## config.mk

```make
export PLATFORM = sky130hd
export DESIGN_NAME = register_file
export DESIGN_NICKNAME = d
export VERILOG_FILES = /design/src/rtl/register_file_pkg.sv /design/src/rtl/register_file.sv
export SDC_FILE = /design/constraint.sdc
export NUM_CORES = 2
export LEC_CHECK = 0
export CORE_MARGIN = 2
export CORE_UTILIZATION = 65
export CTS_CLUSTER_DIAMETER = 150
export CTS_CLUSTER_SIZE = 30
export DETAILED_ROUTE_END_ITERATION = 12
export PLACE_DENSITY = 0.83
export SLEW_MARGIN = 25
export SYNTH_ARGS = -nofsm -noshare
export SYNTH_HDL_FRONTEND = slang
export SYNTH_SLANG_ARGS = --single-unit
```

## constraint.sdc

```tcl
create_clock -name clk -period 72.6 [get_ports clk]
set_input_delay 7.26 -clock clk [delete_from_list [all_inputs] [get_ports clk]]
set_output_delay 7.26 -clock clk [all_outputs]
set_load 0.01 [all_outputs]
```

## src/rtl/register_file_pkg.sv

```systemverilog
// Shared definitions for the architectural register bank: default widths,
// the hard-wired zero register index and the debug dump sequencer states.
package register_file_pkg;

    localparam int DATA_W_DEF = 32;
    localparam int ADDR_W_DEF = 5;
    localparam int REG_ZERO   = 0;

    typedef enum logic [1:0] {
        ST_IDLE = 2'd0,
        ST_SEND = 2'd1,
        ST_DONE = 2'd2
    } dump_state_t;

endpackage

```

## src/rtl/register_file.sv

```systemverilog
// MIPS architectural register bank: two combinational read ports with write bypass,
// one write port from write-back, and a valid/ready debug dump sequencer.
module register_file
    import register_file_pkg::*;
#(
    parameter int DATA_W = DATA_W_DEF,
    parameter int ADDR_W = ADDR_W_DEF
) (
    input  logic              clk,
    input  logic              rst,
    input  logic              wr_en,
    input  logic [ADDR_W-1:0] wr_addr,
    input  logic [DATA_W-1:0] wr_data,
    input  logic [ADDR_W-1:0] rd_addr_a,
    input  logic [ADDR_W-1:0] rd_addr_b,
    output logic [DATA_W-1:0] rd_data_a,
    output logic [DATA_W-1:0] rd_data_b,
    input  logic              dump_req,
    input  logic              dump_ready,
    output logic              dump_valid,
    output logic [ADDR_W-1:0] dump_idx,
    output logic [DATA_W-1:0] dump_data,
    output logic              dump_busy,
    output logic              dump_done
);

    localparam int NREGS = 1 << ADDR_W;
    localparam logic [ADDR_W-1:0] ZERO_IDX = ADDR_W'(REG_ZERO);
    localparam logic [ADDR_W-1:0] LAST_IDX = ADDR_W'(NREGS - 1);

    logic [DATA_W-1:0] regs [NREGS];
    dump_state_t       state, state_nxt;
    logic [ADDR_W-1:0] idx_nxt;

    always_ff @(posedge clk or posedge rst) begin
        if (rst) begin
            for (int i = 0; i < NREGS; i++) regs[i] <= '0;
        end else if (wr_en && wr_addr != ZERO_IDX) begin
            regs[wr_addr] <= wr_data;
        end
    end

    // Same-cycle bypass lets decode see the value write-back is committing now.
    assign rd_data_a = (rd_addr_a == ZERO_IDX) ? '0 :
                       (wr_en && wr_addr == rd_addr_a) ? wr_data : regs[rd_addr_a];
    assign rd_data_b = (rd_addr_b == ZERO_IDX) ? '0 :
                       (wr_en && wr_addr == rd_addr_b) ? wr_data : regs[rd_addr_b];
    assign dump_data = (dump_idx == ZERO_IDX) ? '0 :
                       (wr_en && wr_addr == dump_idx) ? wr_data : regs[dump_idx];

    always_ff @(posedge clk or posedge rst) begin
        if (rst) begin
            state    <= ST_IDLE;
            dump_idx <= '0;
        end else begin
            state    <= state_nxt;
            dump_idx <= idx_nxt;
        end
    end

    always_comb begin
        state_nxt  = state;
        idx_nxt    = dump_idx;
        dump_valid = 1'b0;
        dump_busy  = 1'b0;
        dump_done  = 1'b0;
        case (state)
            ST_IDLE: begin
                if (dump_req) begin
                    state_nxt = ST_SEND;
                    idx_nxt   = '0;
                end
            end
            ST_SEND: begin
                dump_valid = 1'b1;
                dump_busy  = 1'b1;
                if (dump_ready) begin
                    // Terminal check before increment: the index never wraps.
                    if (dump_idx == LAST_IDX) state_nxt = ST_DONE;
                    else                      idx_nxt   = dump_idx + 1'b1;
                end
            end
            ST_DONE: begin
                dump_done = 1'b1;
                idx_nxt   = '0;
                state_nxt = ST_IDLE;
            end
            default: begin
                state_nxt = ST_IDLE;
                idx_nxt   = '0;
            end
        endcase
    end

endmodule

```

==> reports/results.ini <==
[worst_setup_path]
required_ns = 65.34
crit_chain = buf_8 -> buf_4 -> buf_12 -> xnor2_1 -> nand2_1 -> or2_2 -> nor2b_2 -> buf_4 -> a211o_1 -> clkdlybuf4s50_1
start_kind = input pin
worst-path-buf-inv = 5
worst_path_largest_cell_delay_ns = 0.76
cp.arrival_ns = 12.17
end_kind = output pin
cp_slowest_cell = buf_4
path_class = input pin to output pin
r2r_end = dump_idx[3]
worstPathMaxFanout = 117
r2r_slack_ns = 69.00
crit_family = buffers and inverters
path_common_cell = buf_4
timing.rr.start = dump_idx[2]
r2r.worst_path.cells = 8

[die]
num_rows = 114
initial_core_util_pct = 65.6
coreArea_sq_um = 96700
dieArea_sq_um = 100000
fp.dieW_um = 316
dieHeight_um = 316
io-pin-count = 156

[outcome]
outcome = completed

[cts]
clock_sinks = 1031
post_cts_buffers = 0
cts_resized = 0
cts_hold_buf = 0
htree_levels = 2
root_buffer = clkbuf_16
clk_latency_ns = 0.66
cts-buffers-inserted = 40
clk_pin_slew_ns = 0.12
cts_tree = done
clk_path_buf_depth = 3

[job]
cap_violations = 0

[global_routing]
track_usage_pct = 42.8
antenna_found_initial = 10
grt_pass1_vias = 45200
overflow = 0
grt_max_degree = 118
grt_pass1_wl_um = 309000

[logic_synthesis]
syn_avg_cell_area_sq_um = 14.2
syn_inst = 4470
yosys_warnings = 0
synthArstFlopShare_pct = 100
synth_area_leader_cell = dfrtp_1
ys_top_cells_by_count = mux2_2, dfrtp_1, mux4_2
yosysMostFrequentCell = mux2_2
ys_seq_area_share_pct = 40.7
synth.top_cell.area_share_pct = 40.7
synth_area_sq_um = 63400
synth_edf_count = 0
ys_dominant_reg_cell = dfrtp_1
ys_ff_latch = 1031
syn-num-nets = 4525
synth_cell_types = 55
synth.area.top_cells = dfrtp_1, mux4_2, mux2_2, mux2i_1, clkbuf_1

[timing]
tns_ns = 0
relSlewSlack_pct = 21.1
setup_violations = 0
drv_slew = 0
finalHoldViolCount = 0
period_needed_ns = 19.43
worst_pin_slew_ns = 1.18
max_freq_mhz = 51.5
rsz0062_at_grt = false
timing.final.crit_share_pct = 26.8
skew_ns = 0.0220
fin_ws_ns = 53.17

[power_and_ir_drop]
peakVddDrop_mv = 0.0264
leakage_nw = 27.6
power.density_nw_per_um2 = 27.7

[layout]
postLayoutCoreUtil_pct = 68.6
drive_gt1_share_pct = 45.0
final_cells = 5523
area_growth_pct = 4.68
nets = 4295

[route]
drc = 0
drt_iter0_drc = 7739
vias = 46000
wl_per_cell_um = 38.6
dr.pass1.iters = 6
drt-total-wl_um = 213000
vias_per_cell = 8.32
ant_nets = 0

[placement]
gp_congestion = 0.905
post-place-ws_ns = 53.29
dp_hpwl_um = 123000
post-place-cells = 5474
io_buffer_count = 155

[min_path]
whs_path_depth = 0
hold_start = regs[997]
worstHoldPathType = register to register
holdPathEnd = regs[997]

## cell families (layout without fill, tap and decap cells)
family	after synthesis	count (layout)	share of synthesized area (%)
AND/OR/NAND/NOR	269	269	2.16
other	0	5	0
XOR/XNOR	16	16	0.221
AO/OA/AOI/OAI	641	641	7.47
adder cells (fa/ha/maj)	3	3	0.0592
flip-flops	1031	1031	40.7
buffers and inverters	550	322	3.97
multiplexers	1960	1960	45.4
## area by class of cell
type,count,area [sq um]
tap,1276,1600
sequential,1031,25800
clock buffer,43,1030
antenna,5,12.5
timing repair buffer,268,2390
inverter,10,47.5
fill,6465,30300
multi-input combinational,2889,35400
clock inverter,1,20.0
## metrics by stage
stage,power [W],hold WS [ns],instance area [sq um]
2_1_floorplan,0.00127,0.458,63400
3_3_place_gp,0.00151,0.393,65300
3_5_place_dp,0.00153,0.402,65300
4_1_cts,0.00181,0.428,66400
5_1_grt,0.00189,0.443,66400
6_report,0.00184,0.427,66400
## cell usage in the layout (no fill, tap or decap), types with 20 or more instances in the layout
| cell type | n |
|---|---|
| a211o_1 | 20 |
| a211oi_1 | 69 |
| a21oi_1 | 101 |
| a221o_1 | 46 |
| a221oi_1 | 53 |
| a22oi_1 | 146 |
| a32o_1 | 22 |
| buf_4 | 105 |
| clkbuf_16 | 41 |
| clkdlybuf4s50_1 | 131 |
| dfrtp_1 | 1027 |
| mux2_2 | 1033 |
| mux2i_1 | 297 |
| mux4_2 | 630 |
| nand2_1 | 59 |
| nor2_1 | 36 |
| nor2_4 | 21 |
| nor3_1 | 23 |
| o21ai_0 | 20 |
| o221ai_1 | 35 |
| o22ai_1 | 70 |
## state kept, by name (all words and copies together), names as in the netlist
name / count
dump_idx: 5
regs: 1024
state: 2
## per-layer routing
layer / vias up / GRT usage, % / routed length, um
met3: 1052 / 17.6 / 32900
met1: 23700 / 55.3 / 72600
met4: 8 / 26.4 / 16300
met2: 3925 / 60.5 / 91400
li1: 17300 / - / -
met5: - / 0.189 / 46
## power breakdown
part           internal [W]  leakage [nW]  total (W)  switching, W
sequential         0.000683          13.2   0.000812      0.000129
clock              0.000104         0.517   0.000287      0.000183
combinational      0.000380          13.9   0.000739      0.000359
total               0.00117          27.6    0.00184      0.000671
## worst max path at each step
stage                 startpoint       endpoint  slack [ns]  cells after the start
finish              rd_addr_a[0]  rd_data_a[30]       53.17                     10
global placement    rd_addr_a[0]  rd_data_a[30]       53.27                     10
CTS                 rd_addr_a[0]  rd_data_a[30]       53.27                     10
floorplan                    rst    dump_idx[0]       36.33                      1
detailed placement  rd_addr_a[0]  rd_data_a[30]       53.29                     10
global route        rd_addr_a[0]  rd_data_a[30]       52.89                     10
No activity file was read; power rests on OpenSTA's default activity.
